`config.mk`:
```
export PLATFORM = sky130hd
export DESIGN_NAME = parity_check_stream
export DESIGN_NICKNAME = d
export VERILOG_FILES = /design/src/rtl/lau_pkg.sv /design/src/rtl/RedXor.sv /design/src/rtl/parity_check_stream.sv
export SDC_FILE = /design/constraint.sdc
export NUM_CORES = 1
export LEC_CHECK = 0
export ABC_AREA = 1
export CAP_MARGIN = 20
export CORE_UTILIZATION = 35
export DETAILED_ROUTE_END_ITERATION = 12
export GPL_ROUTABILITY_DRIVEN = 0
export GPL_TIMING_DRIVEN = 0
export PLACE_DENSITY_LB_ADDON = 0.3
export SYNTH_ARGS = -nofsm -noshare
export SYNTH_HDL_FRONTEND = slang
export SYNTH_HIERARCHICAL = 1
export SYNTH_SLANG_ARGS = --single-unit
```
`constraint.sdc`:
```
create_clock -name clk_i -period 2.6 [get_ports clk_i]
set_input_delay 0.39 -clock clk_i [delete_from_list [all_inputs] [get_ports clk_i]]
set_output_delay 0.39 -clock clk_i [all_outputs]
set_load 0.1 [all_outputs]
```
`src/rtl/lau_pkg.sv`:
```
// Shared library package: parity sense encoding and small constant helpers.
package lau_pkg;

  // Parity sense carried by a link: even means the XOR of data and parity is 0.
  typedef enum logic {
    EVEN = 1'b0,
    ODD  = 1'b1
  } parity_e;

  // Floor of log2 for elaboration-time constants; returns 0 for n <= 1.
  function automatic int unsigned log2floor(input int unsigned n);
    int unsigned r;
    r = 0;
    for (int unsigned v = n; v > 1; v = v >> 1) begin
      r++;
    end
    return r;
  endfunction

endpackage

```
`src/rtl/RedXor.sv`:
```
// Reduction XOR of a word; used both to generate and to check parity.
module RedXor #(
  parameter int unsigned width = 8
) (
  input  logic [width-1:0] data_i,
  output logic             par_o
);

  assign par_o = ^data_i;

endmodule

```
`src/rtl/parity_check_stream.sv`:
```
// Receive-side parity checker on a valid/ready stream.
// Each accepted word travels through a chain of register slices together with
// its parity error flag; delivered errors drive a saturating counter and a
// sticky flag. Optional macro PARITY_CHECK_STREAM_FIRST_ERR_EN adds a capture
// of the first erroneous delivered word.
module parity_check_stream
  import lau_pkg::*;
#(
  parameter int unsigned width  = 8,
  parameter int unsigned odd    = 0,
  parameter int unsigned stages = 1,
  parameter int unsigned cntw   = 8
) (
  input  logic             clk_i,
  input  logic             rst_ni,
  input  logic [width-1:0] in_data_i,
  input  logic             in_par_i,
  input  logic             in_valid_i,
  output logic             in_ready_o,
  output logic [width-1:0] out_data_o,
  output logic             out_err_o,
  output logic             out_valid_o,
  input  logic             out_ready_i,
  input  logic             clr_i,
  output logic [cntw-1:0]  err_cnt_o,
  output logic             err_sticky_o
`ifdef PARITY_CHECK_STREAM_FIRST_ERR_EN
  ,
  output logic [width-1:0] first_err_data_o
`endif
);

  localparam parity_e         sense   = (odd != 0) ? ODD : EVEN;
  localparam logic [cntw-1:0] cnt_one = cntw'(1);
  localparam logic [cntw-1:0] cnt_max = '1;

  if (stages < 1 || stages > 2) begin : g_bad_stages
    $error("parity_check_stream: stages must be 1 or 2");
  end

  logic red_par;
  logic in_err;
  logic err_hs;

  RedXor #(
    .width(width + 1)
  ) u_red_xor (
    .data_i({in_data_i, in_par_i}),
    .par_o (red_par)
  );

  assign in_err = red_par ^ (sense == ODD);

  for (genvar i = 0; i < stages; i++) begin : g_slice
    logic             up_valid;
    logic [width-1:0] up_data;
    logic             up_err;
    logic             down_ready;
    logic             ready;
    logic             valid_q;
    logic [width-1:0] data_q;
    logic             err_q;

    if (i == 0) begin : g_head
      assign up_valid = in_valid_i;
      assign up_data  = in_data_i;
      assign up_err   = in_err;
    end else begin : g_link
      assign up_valid = g_slice[i-1].valid_q;
      assign up_data  = g_slice[i-1].data_q;
      assign up_err   = g_slice[i-1].err_q;
    end

    if (i == stages - 1) begin : g_tail
      assign down_ready = out_ready_i;
    end else begin : g_mid
      assign down_ready = g_slice[i+1].ready;
    end

    assign ready = !valid_q || down_ready;

    // Slice takes a new word (or drains to empty) whenever it is ready, holds otherwise
    always_ff @(posedge clk_i or negedge rst_ni) begin
      if (!rst_ni) begin
        valid_q <= 1'b0;
        data_q  <= '0;
        err_q   <= 1'b0;
      end else if (ready) begin
        valid_q <= up_valid;
        if (up_valid) begin
          data_q <= up_data;
          err_q  <= up_err;
        end
      end
    end
  end

  assign in_ready_o  = g_slice[0].ready;
  assign out_valid_o = g_slice[stages-1].valid_q;
  assign out_data_o  = g_slice[stages-1].data_q;
  assign out_err_o   = g_slice[stages-1].err_q;

  assign err_hs = out_valid_o & out_ready_i & out_err_o;

  // Error statistics counted on delivery; a clear in the same cycle still keeps that error
  always_ff @(posedge clk_i or negedge rst_ni) begin
    if (!rst_ni) begin
      err_cnt_o    <= '0;
      err_sticky_o <= 1'b0;
    end else if (clr_i) begin
      err_cnt_o    <= err_hs ? cnt_one : '0;
      err_sticky_o <= err_hs;
    end else if (err_hs) begin
      if (err_cnt_o != cnt_max) begin
        err_cnt_o <= err_cnt_o + cnt_one;
      end
      err_sticky_o <= 1'b1;
    end
  end

`ifdef PARITY_CHECK_STREAM_FIRST_ERR_EN
  logic [width-1:0] first_err_q;

  // Remember the first erroneous delivered word until the next clear
  always_ff @(posedge clk_i or negedge rst_ni) begin
    if (!rst_ni) begin
      first_err_q <= '0;
    end else if (clr_i) begin
      first_err_q <= err_hs ? out_data_o : '0;
    end else if (err_hs && !err_sticky_o) begin
      first_err_q <= out_data_o;
    end
  end

  assign first_err_data_o = first_err_q;
`endif

endmodule
```
# [Word level (Yosys, flattened, before mapping)]
# Cells that the tools add are included.
# W data, S select, Z words.
[classes] add_sub_neg=1 n_mul=0 n_div=0 magnitude_cmp=0 n_eq_ne=1 shifts=0 mux=6 bitwise=2 n_reduce_logical=7
[ops] operator="$mux W8" count=3
[ops] operator="$reduce_xor A9 Y1" count=1
[ops] operator="$add A8 B1 Y8 const B" count=1
[ops] operator="$ne A8 B8 Y1 const B" count=1
[ops] operator="$reduce_and A2 Y1" count=2
[ops] operator="$reduce_bool A2 Y1" count=2
[ops] operator="$mux W1" count=3
[ops] operator="$and A1 B1 Y1" count=2
[ops] operator="$logic_not A1 Y1" count=1
[ops] operator="$logic_or A1 B1 Y1" count=1
[totals] regBits=19 latch_bits=0 ramBits=0 mem_bits_ro=0 in_bits=14 output_inout_bits=20 word_cells=22 memories=0

# [Longest topological paths before layout]
[depth] ltp_word=4 mapped_depth=11 ltp_nobuf=11

# [Cells and area by module]
# Netlist, hierarchy kept.
[modules_own_cells] module="parity_check_stream" instances=1 cells_per_inst=91 area_per_inst_um2=900.9 seq_area_each_um2=475.5
[modules_own_cells] module="RedXor" instances=1 cells_per_inst=38 area_per_inst_um2=163.9 seq_area_each_um2=0.0

# [Worst setup path before layout]
# No wires, ideal clock.
[synth_timing] path_kind="register -> register" startpoint="register g_slice[0].valid_q, in the netlist out_valid_o" endpoint="register g_slice[0].err_q, in the netlist out_err_o" setup_ps=126 arrival_ps=2560 required_ps=2474 setup_slack_ps=-86 path_stages_with_launch=4 n_path_buf=0 period_less_slack_ps=2686 cell_sequence="dfrtp_1 > nand2_1 > nand2_2 > mux2_2"
[synth_between] elab_chain_len=3
[synth_rtl] element="start, declared" line="parity_check_stream.sv:60" source="logic valid_q;"
[synth_rtl] element="start signal, assigned" line="parity_check_stream.sv:89" source="valid_q <= up_valid;"
[synth_rtl] element="$logic_not A1 Y1" line="parity_check_stream.sv:80" source="assign ready = !valid_q || down_ready;"
[synth_rtl] element="$logic_or A1 B1 Y1" line="parity_check_stream.sv:80"
[synth_rtl] element="net in_ready_o" line="parity_check_stream.sv:19" source="output logic in_ready_o,"
[synth_rtl] element="$reduce_and A2 Y1 (no line)"
[synth_rtl] element="end signal, assigned" line="parity_check_stream.sv:92" source="err_q <= up_err;"
[synth_rtl] element="end, declared" line="parity_check_stream.sv:62" source="logic err_q;"
# The timed path passes the listed nets, and every way through them passes these cells.
# A chain may end at the register's enable or synchronous reset.

# [Final worst setup path]
[layout_timing] startpoint="input out_ready_i" endpoint="output in_ready_o"
[layout_between] elab_chain_len=1
[layout_rtl] element="start, declared" line="parity_check_stream.sv:23" source="input logic out_ready_i,"
[layout_rtl] element="$logic_or A1 B1 Y1" line="parity_check_stream.sv:80"
[layout_rtl] element="end, declared" line="parity_check_stream.sv:19"
# Every way passes these cells.

==> impl_metrics.json <==
{
  "status": "finished, violations left",
  "violations": "DRC",
  "worstMarginPinSlew_ns": 0.975,
  "worstSkewPairLatency_ns": 0.29,
  "ir_worst_vdd_mv": 0.340,
  "netlist-cell-type-count": 20,
  "drive_gt1_share_pct": 16.9,
  "std_cell_rows": 19,
  "ys_ff_latch": 19,
  "cp_max_fo": 3,
  "first_iter_violations": 46,
  "ctsHtreeMaxLevel": 1,
  "hold_start": "err_sticky_o",
  "clock_sinks": 19,
  "die_w_um": 57.2,
  "hold-path-endpoint": "err_sticky_o",
  "first_global_vias": 976,
  "nets": 182,
  "path_class": "primary input to output port",
  "cp.required_ns": 2.21,
  "drt_pass1_iterations": 9,
  "remaining_drc_errors": 3,
  "power.density_cell_area_nw_per_um2": 653,
  "final_clock_period_utilization_by_the_worst_path_pct": 96.9,
  "power.switching_mw": 0.454,
  "r2r_setup_slack_ns": 1.13,
  "r2r-start": "err_cnt_o[0]",
  "rsz0062_at_grt": "no",
  "gr-usage-all-layers_pct": 15.7,
  "antenna_found_initial": 0,
  "cts_root_buf": "clkbuf_4",
  "setup_slack_ns": 0.0804,
  "synth_area_leaders": "dfrtp_1 (45%), nand2_1 (16%), mux2_2 (9.5%)",
  "synth_sequential_area_ratio_pct": 44.7,
  "timing.final.setup_violations": 0,
  "via_count": 930,
  "area_of_combinational_cells_with_multiple_inputs_um2": 513,
  "post-synth-top-area-fraction_pct": 44.7,
  "ys_warn_count": 6,
  "cts_hold_buffers": 0,
  "die-area_um2": 3270,
  "cell_accounting_for_the_most_synthesized_area": "dfrtp_1",
  "finalWorstPathRequiredPeriod_ns": 2.52,
  "mostFrequentLayoutCell": "nand2_1",
  "worst_r2r_endpoint": "err_cnt_o[6]",
  "whs_path_depth": 2,
  "clock-skew-final_ns": 0.000902,
  "grt_overflow": 0,
  "synth_area_per_cell_um2": 8.25,
  "antenna_cells_inserted": 0,
  "end_kind": "output port",
  "cts.clk_slew.worst_paths_ns": 0.11,
  "dr.max_layer_used": "met4",
  "arrival_ns": 2.13,
  "boundaryPins": 34,
  "detail-route-antenna-nets": 0,
  "post-cts-setup-buffers": 0,
  "final.fill_count": 274,
  "cell_internal_pwr_mw": 0.502,
  "syn2layout_area_growth_pct": 37.5,
  "worst_hold_path_type": "flop to flop",
  "met1_length_um": 996,
  "grt_start_max_net_pins": 20,
  "switching_share_pct": 47.5,
  "power.static_leakage_nw": 0.730,
  "syn_inst": 129,
  "area.sequential_um2": 475,
  "vias_per_cell": 4.72,
  "dieHeight_um": 57.2,
  "placeableCoreArea_um2": 2830,
  "port-buffer-count": 33,
  "timing.final.max_slew_violations": 0,
  "worst-r2r-cell-count": 9,
  "syn_area_um2": 1060,
  "summed_negative_setup_slack_over_all_endpoints_ns": 0,
  "fmax_ghz": 0.397,
  "wl_per_cell_um": 11.7,
  "wl_met3_um": 69,
  "route.met2.wl_mm": 1.21,
  "max-cap-violations": 0,
  "clockBufferDepth": 2,
  "first_pass_grt_wire_length_mm": 4.03,
  "post_synthesis_net_count": 144,
  "timing.max_slew.rel_slack_pct": 34.8,
  "initial_utilization_pct": 37.6,
  "place.detailed.hpwl_mm": 1.79,
  "cts-buffers-inserted": 3,
  "finalWirelength_mm": 2.30,
  "place_worst_setup_slack_ns": 0.0844,
  "cp-start-kind": "primary input",
  "share_seq_of_total_power_pct": 36.6,
  "clock_power_share_pct": 16.0,
  "layout.cells.most_common_list": "nand2_1 (44), clkdlybuf4s50_1 (33), inv_1 (19), dfrtp_1 (19), mux2_2 (9)",
  "cts_tree": "built",
  "cts_resized": 0,
  "p_comb_share_pct": 47.4,
  "hold_viol": 0
}
==> worst max-delay path: stages <==
cell	delay, ns
clkdlybuf4s50_1	0.48
inv_1	0.05
nand2_2	0.07
clkdlybuf4s50_1	1.13
==> routing by layer <==
metal  vias to the layer above  global-route usage, %
li1                        482                      -
met1                       426                   18.1
met2                        20                   29.7
met3                         2                   1.36
met4                         0                   6.27
met5                         -                      0
==> power groups by stage <==
stage | Sequential [mW] | Clock (mW) | Combinational (mW)
after floorplan | 0.598 | 0 | 0.0906
after CTS | 0.351 | 0.158 | 0.455
final | 0.350 | 0.153 | 0.453
after detailed placement | 0.357 | 0 | 0.454
after global placement | 0.354 | 0 | 0.449
after global routing | 0.357 | 0.170 | 0.474
==> cell type report <==
class                           instances  area share (%)
Clock buffer                            3            1.54
Clock inverter                          1           0.342
Inverter                               21            5.38
Multi-Input combinational cell         89            35.0
Sequential cell                        19            32.5
Tap cell                               31            2.65
Timing Repair Buffer                   33            22.6
==> through the flow <==
step / hold WS, ns / util [%] / power (mW) / area, µm² / std cells
2_1_floorplan: 0.0944 / - / 0.689 / 1070 / 129
3_3_place_gp: 0.465 / 50.8 / 0.803 / 1440 / 193
3_5_place_dp: 0.477 / 50.8 / 0.811 / 1440 / 193
4_1_cts: 0.504 / 51.7 / 0.964 / 1460 / 197
5_1_grt: 0.545 / 51.7 / 1.00 / 1460 / 197
6_report: 0.496 / 51.7 / 0.956 / 1460 / 197
==> cells in the mapped netlist <==
cell type  instances
nor2_4             1
nand3_4            1
nor2_1             3
ha_1               1
o21ai_0            3
inv_1             19
nand2_4            1
mux2_2             9
nand3_1            8
xor2_1             3
o21ai_2            1
nand2_2            7
dfrtp_1           19
o211ai_1           2
nand4_1            1
a21oi_2            1
o21bai_1           1
nand2_1           45
inv_2              2
a21oi_1            1
==> sequential cells by signal, indices dropped and copies added, names as in the netlist <==
register,flops
err_cnt_o,8
out_data_o,8
err_sticky_o,1
out_err_o,1
out_valid_o,1
==> logic make-up (layout without fill, tap and decap cells) <==
kind of cell	count (synthesis)	after routing	share of synthesized area, %
simple gates	67	67	29.1
fa+ha+maj	1	1	1.17
flops	19	19	44.7
mux	9	9	9.52
buf+inv	21	58	7.40
compound gates	9	9	5.64
xor+xnor	3	3	2.47
==> worst max path at each step <==
| stage | start | end | slack, ns | cells after the start |
|---|---|---|---|---|
| global placement | out_ready_i | in_ready_o | 0.09 | 4 |
| finish | out_ready_i | in_ready_o | 0.08 | 4 |
| global route | out_ready_i | in_ready_o | 0.02 | 4 |
| CTS | out_ready_i | in_ready_o | 0.08 | 4 |
| detailed placement | out_ready_i | in_ready_o | 0.08 | 4 |
| floorplan | out_valid_o | out_err_o | 0.28 | 3 |
No activity file was read; power rests on OpenSTA's default activity.
